### src/rtl/updn_counter_param.sv
// Parameterised up/down counter with variable step, wrap or saturate at the
// MAX_VAL/0 bounds, synchronous load, and a one-cycle boundary event pulse.
module updn_counter_param #(
    parameter int          WIDTH   = 16,
    parameter int unsigned MAX_VAL = (2**WIDTH) - 1,
    parameter int          STEP_W  = 4,
    parameter bit          SAT     = 1'b0
) (
    input  logic              clk,
    input  logic              rst_n,
    input  logic              enable,
    input  logic              up,
    input  logic              load,
    input  logic [WIDTH-1:0]  load_val,
    input  logic [STEP_W-1:0] step,
    output logic [WIDTH-1:0]  counter,
    output logic              at_max,
    output logic              at_zero,
    output logic              ovf
);

    // One extra bit so counter+step and counter+(MAX_VAL+1) never overflow.
    localparam logic [WIDTH:0]   MAX_X = (WIDTH+1)'(MAX_VAL);
    localparam logic [WIDTH:0]   MOD_X = MAX_X + {{WIDTH{1'b0}}, 1'b1};
    localparam logic [WIDTH-1:0] MAX_N = MAX_X[WIDTH-1:0];

    logic [WIDTH-1:0] cnt_r;
    logic             ovf_r;
    logic [WIDTH-1:0] nxt_cnt_s;
    logic             nxt_ovf_s;
    logic [WIDTH:0]   cnt_x_s;
    logic [WIDTH:0]   step_x_s;
    logic [WIDTH:0]   sum_s;
    logic [WIDTH:0]   wrap_s;

    assign cnt_x_s  = {1'b0, cnt_r};
    assign step_x_s = (WIDTH+1)'(step);
    assign sum_s    = cnt_x_s + step_x_s;
    assign wrap_s   = cnt_x_s + MOD_X - step_x_s;

    // Next count and boundary event; load beats enable, otherwise hold.
    always_comb begin
        nxt_cnt_s = cnt_r;
        nxt_ovf_s = 1'b0;
        if (load) begin
            if ({1'b0, load_val} > MAX_X) begin
                nxt_cnt_s = MAX_N;
            end else begin
                nxt_cnt_s = load_val;
            end
        end else if (enable) begin
            if (up) begin
                if (sum_s > MAX_X) begin
                    nxt_ovf_s = 1'b1;
                    nxt_cnt_s = SAT ? MAX_N : WIDTH'(sum_s - MOD_X);
                end else begin
                    nxt_cnt_s = sum_s[WIDTH-1:0];
                end
            end else begin
                if (step_x_s > cnt_x_s) begin
                    nxt_ovf_s = 1'b1;
                    nxt_cnt_s = SAT ? {WIDTH{1'b0}} : wrap_s[WIDTH-1:0];
                end else begin
                    nxt_cnt_s = WIDTH'(cnt_x_s - step_x_s);
                end
            end
        end else begin
            nxt_cnt_s = cnt_r;
        end
    end

    // Count and event registers with synchronous active-low reset.
    always_ff @(posedge clk) begin
        if (!rst_n) begin
            cnt_r <= {WIDTH{1'b0}};
            ovf_r <= 1'b0;
        end else begin
            cnt_r <= nxt_cnt_s;
            ovf_r <= nxt_ovf_s;
        end
    end

    assign counter = cnt_r;
    assign ovf     = ovf_r;
    assign at_max  = (cnt_r == MAX_N);
    assign at_zero = (cnt_r == {WIDTH{1'b0}});

    updn_counter_param_chk #(
        .MAX_VAL (MAX_VAL),
        .STEP_W  (STEP_W)
    ) u_chk (
        .clk    (clk),
        .rst_n  (rst_n),
        .enable (enable),
        .load   (load),
        .step   (step)
    );

endmodule

// Simulation checker: flags enabled steps larger than one full revolution.
module updn_counter_param_chk #(
    parameter int unsigned MAX_VAL = 32'd15,
    parameter int          STEP_W  = 4
) (
    input logic              clk,
    input logic              rst_n,
    input logic              enable,
    input logic              load,
    input logic [STEP_W-1:0] step
);

    logic [63:0] step_w_s;
    logic [63:0] lim_w_s;

    assign step_w_s = 64'(step);
    assign lim_w_s  = 64'(MAX_VAL) + 64'd1;

    a_step_range: assert property (@(posedge clk)
        (rst_n && enable && !load) |-> (step_w_s <= lim_w_s));

endmodule

### config.mk
export PLATFORM = sky130hd
export DESIGN_NAME = updn_counter_param
export DESIGN_NICKNAME = d
export VERILOG_FILES = /design/src/rtl/updn_counter_param.sv
export SDC_FILE = /design/constraint.sdc
export NUM_CORES = 1
export LEC_CHECK = 0
export CORE_UTILIZATION = 44
export DETAILED_ROUTE_END_ITERATION = 10
export PLACE_DENSITY_LB_ADDON = 0.1
export SLEW_MARGIN = 20
export SYNTH_ARGS = -nofsm -noshare
export SYNTH_HDL_FRONTEND = slang
export SYNTH_SLANG_ARGS = --single-unit
export TNS_END_PERCENT = 1
### constraint.sdc
create_clock -name clk -period 2.4 [get_ports clk]
set_clock_uncertainty 0.1 [all_clocks]
set_input_delay 0.48 -clock clk [delete_from_list [all_inputs] [get_ports clk]]
set_output_delay 0.48 -clock clk [all_outputs]
set_load 0.02 [all_outputs]
=== After elaboration in Yosys (flattened, before gate mapping) ===
Cells that the tools add are included.

* Register bits after elaboration: 17
* RAM bits: 0
* Bits in latches: 0
* Memories: 0
* Input bits: 25
* ROM bits: 0
* Output and inout port bits: 19

* $add $sub $neg: 5
* Shift operators: 0
* Muxes and demuxes: 8
* Div/mod/pow operators: 0
* Reduce and logical (&&, ||, !) cells: 3
* Bitwise logic cells: 2
* Multipliers: 0
* $lt $le $gt $ge: 2
* Equal/unequal tests: 1

{| class="wikitable"
|+ Operators by type and width
! kind !! count
|-
| 2-to-1 mux 16 bit || 5
|-
| subtractor 16 x 4 -> 16 bit || 2
|-
| adder 16 x 4 -> 17 bit || 1
|-
| > comparator 17 x 16 -> 1 bit, second input constant || 1
|-
| adder 16 x 1 -> 16 bit, second input constant || 1
|-
| == test 16 bit, second input constant || 1
|-
| > comparator 4 x 16 -> 1 bit || 1
|-
| logical NOT 16 bit || 1
|-
| subtractor 16 x 1 -> 16 bit, second input constant || 1
|-
| 2-to-1 mux 1 bit || 3
|-
| OR reduction 3 bit || 1
|-
| inverter 1 bit || 2
|-
| nonzero test 2 bit || 1
|}

=== Logic depth before layout (Yosys ltp) ===
* Depth after elaboration: 6
* Mapped depth: 8
* Depth with buffers taken out: 8

=== Worst setup path before layout ===
Ideal clock, no wire load.

* Path kind: flip-flop to flip-flop
* Start: register cnt_r[1] (netlist: counter[1])
* End: register cnt_r[7] (netlist: counter[7])
* Slack: -21 ps
* Arrival: 2,261 ps
* Stages on the path, launching flop included: 7
* Data required time: 2,240 ps
* Path buffers: 0
* Period minus slack after synthesis: 2,421 ps
* Path through: dfxtp_1 -> ha_1 -> nor2b_1 -> o211a_1 -> or4_1 -> a2111oi_0 -> a311o_1

* Cells in the longest elaborated chain, start to end: 6
* Elaborated cells on any way between the ends: 12
* Classes of those cells: add/sub: 5; order compare: 2; mux: 5

{| class="wikitable"
|+ Ends and longest elaborated chain
! element !! line !! RTL
|-
| from (decl) || 27 || <nowiki>logic [WIDTH-1:0] cnt_r;</nowiki>
|-
| from (signal assigned) || 75 || <nowiki>cnt_r <= {WIDTH{1'b0}};</nowiki>
|-
| from (signal assigned) || 78 || <nowiki>cnt_r <= nxt_cnt_s;</nowiki>
|-
| adder 16 x 1 -> 16 bit or adder 16 x 4 -> 17 bit (tied branches) || 39, 38 ||
|-
| subtractor 16 x 4 -> 16 bit (tied with other cells) || 39 || <nowiki>assign wrap_s = cnt_x_s + MOD_X - step_x_s;</nowiki>
|-
| 2-to-1 mux 16 bit, on equally long branches || 60, 53 ||
|-
| 2-to-1 mux 16 bit (*) || 52 || <nowiki>if (up) begin</nowiki>
|-
| 2-to-1 mux 16 bit (*) || 51 || <nowiki>end else if (enable) begin</nowiki>
|-
| 2-to-1 mux 16 bit (*) || 45 || <nowiki>if (load) begin</nowiki>
|}

Every way passes the cells marked *; elsewhere a longest branch is shown, timed or not. The select of a mux whose other input is x is not followed.
A chain may end at the register's enable or synchronous reset.

=== Worst setup path after layout ===
* Start: register cnt_r[6] (netlist: counter[6])
* End: output at_zero

* Cells in the longest elaborated chain, start to end: 1

{| class="wikitable"
|+ Ends and longest elaborated chain
! element !! line !! RTL
|-
| logical NOT 16 bit || 86 || <nowiki>assign at_zero = (cnt_r == {WIDTH{1'b0}});</nowiki>
|-
| to (decl) || 18 || <nowiki>output logic at_zero,</nowiki>
|}

Every way passes these cells.

==> impl_metrics.ini <==
[outcome]
outcome = complete, no violations

[placement]
portBuffers = 43
pre_cts_ws_ns = -0.5631
post-dp-hpwl_mm = 3.690
gp_congestion = 0.9189
placed_cells = 320
placedInstanceArea_mm2 = 0.002306

[synth]
synth_top_area_share_pct = 21.52
syn_nets = 243
ys_seq_area_share_pct = 21.52
synth_edf_count = 0
synthTopCellsByArea = dfxtp_1, ha_1, nor2_1
avgSynthCellArea_um2 = 7.603
synth_area_leader_cell = dfxtp_1
syn_inst = 208
synth.most_common_cell = nor2_1
synth_top_flop_cell = dfxtp_1
syn_area_mm2 = 0.001582
postSynth.asyncResetShare_pct = 0
yosys_warnings = 0
ys_ff_latch = 17
synth_common_cells = nor2_1, dfxtp_1, inv_1, nand2_1, clkbuf_1
yosysUniqueCellTypes = 49

[layout]
ff_latch_area_um2 = 345.3
layout-drive-gt1-share_pct = 28.27
multi_input_area_mm2 = 0.001295
fin_nets = 319
n_antenna_cell = 0
num-fill-cells = 267
final_area_mm2 = 0.002544
stdcell_count = 329
post-route-util_pct = 75.05
area_delta_synth_final_pct = 60.84

[detailed_routing]
first_pass_iters = 5
drc = 0
route.antenna.remaining_nets = 0
highest_layer = met4
wl_met1_mm = 2.307
dr_wl_met2_mm = 2.755
wl_mm = 5.554
num_vias = 1973
wire_per_inst_um = 16.88
wl_met3_um = 374
first_iter_violations = 184
viasPerCell = 5.997

[power]
p_leak_nw = 0.9718
max-vdd-ir-drop_mv = 0.2709
cellPowerDensity_mw_per_mm2 = 382.2
fin_total_pwr_uw = 972.2

[floorplanning]
die_w_um = 61.95
pin_count = 44
coreArea_mm2 = 0.003390
row_count = 21
die_h_um = 61.95
die-area_mm2 = 0.003838
start_util_pct = 46.66

[sta]
rsz0062_at_grt = yes
relSlewSlack_pct = 66.35
maxSlewViolCount = 0
timing.hold.ws_ns = 0.4951
worst_pin_slew_ns = 0.4977
worst_slack_ns = 0.02031
finalSetupViolations = 0
period_share_pct = 99.15
tns_ns = 0
fmax_mhz = 420.2
finalHoldViolations = 0
fin_crit_ns = 2.380

[setup_path]
worstPathRequired_ns = 1.82
crit_path_start_kind = flop
crit_arrival_ns = 1.80
cp_max_fo = 4
path_class = reg2out
end_kind = primary output

[clock_network]
ctsRootBufferMaster = clkbuf_4
clockBufferDepth = 2
cts-buffers-inserted = 3
h-tree-depth = 1
cts_sinks = 17
clk_pin_slew_worst_paths_ns = 0.11
clk-insertion-delay-late_ns = 0.30
cts_tree = done

[global_routing]
grt_max_degree = 41
grt_pass1_vias = 1771
track_usage_pct = 29.36
antenna_found_initial = 0
grt_overflow = 0
grt_pass1_wl_mm = 8.273

[min_path]
hp-class = reg2reg

[job]
drv_cap = 0
cell type report:
type | count | area share (%)
Clock buffer | 4 | 1.033
Inverter | 16 | 2.361
Sequential cell | 17 | 13.58
Tap cell | 46 | 2.263
Timing Repair Buffer | 85 | 29.86
Multi-Input combinational cell | 161 | 50.91
worst max-delay path, cell delays in order (launching register included):
cell and delay (ns):
dfxtp_1 0.33, or4_4 0.59, nor4_4 0.15, buf_4 0.16
and3_1 0.14, buf_4 0.14
cells in the final DEF (no fill, tap or decap), types with 4 or more instances in the layout:
cell              n
buf_4            42
clkdlybuf4s50_1  37
nor2_1           17
dfxtp_1          15
nand2_1          14
inv_1            13
nand3_1          10
a21oi_1           9
nand4_1           6
o211ai_1          6
nor3_1            5
nor4_1            4
a211o_1           4
a211oi_1          4
ha_4              4
metal layers:
layer	vias to the layer above	global-route usage, %
met2	110	48.94
met4	0	9.206
met3	16	3.727
met5	-	0
li1	947	-
met1	900	39.27
report_power, final:
| group | switching (mW) | internal [mW] | total (mW) |
|---|---|---|---|
| Clock | 0.0942 | 0.0647 | 0.159 |
| Combinational | 0.241 | 0.244 | 0.485 |
| Sequential | 0.0245 | 0.304 | 0.328 |
sequential cells by signal (all words and copies together), names as in the netlist:
register	cells
ovf	1
counter	16
cells by family (layout without fill, tap and decap cells):
kind of cell / Yosys count / count (layout) / synth area share [%]
AND/OR/NAND/NOR: 93 / 93 / 34.18
multiplexers: 2 / 2 / 1.266
buffers and inverters: 30 / 105 / 7.278
AO/OA/AOI/OAI: 53 / 53 / 25.24
XOR/XNOR: 3 / 3 / 1.662
adder cells (fa/ha/maj): 10 / 10 / 8.861
flip-flops: 17 / 17 / 21.52
final timing paths:
path / depth (start not counted) / start / to / slack (ns)
max: 5 / counter[6] / at_zero / 0.02
min: 2 / counter[15] / ovf / 0.50
max reg2reg: 8 / counter[0] / counter[6] / 0.10
min reg2reg: 2 / counter[15] / ovf / 0.50
repair_timing:
| action | in CTS | in global routing |
|---|---|---|
| hold buffers | 0 | 0 |
| gates resized for setup | 30 | 18 |
| pin swaps | 8 | 3 |
| endpoints found under the setup margin | 10 | 10 |
| buffers inserted | 3 | 2 |
(Power assumes the default switching activity.)
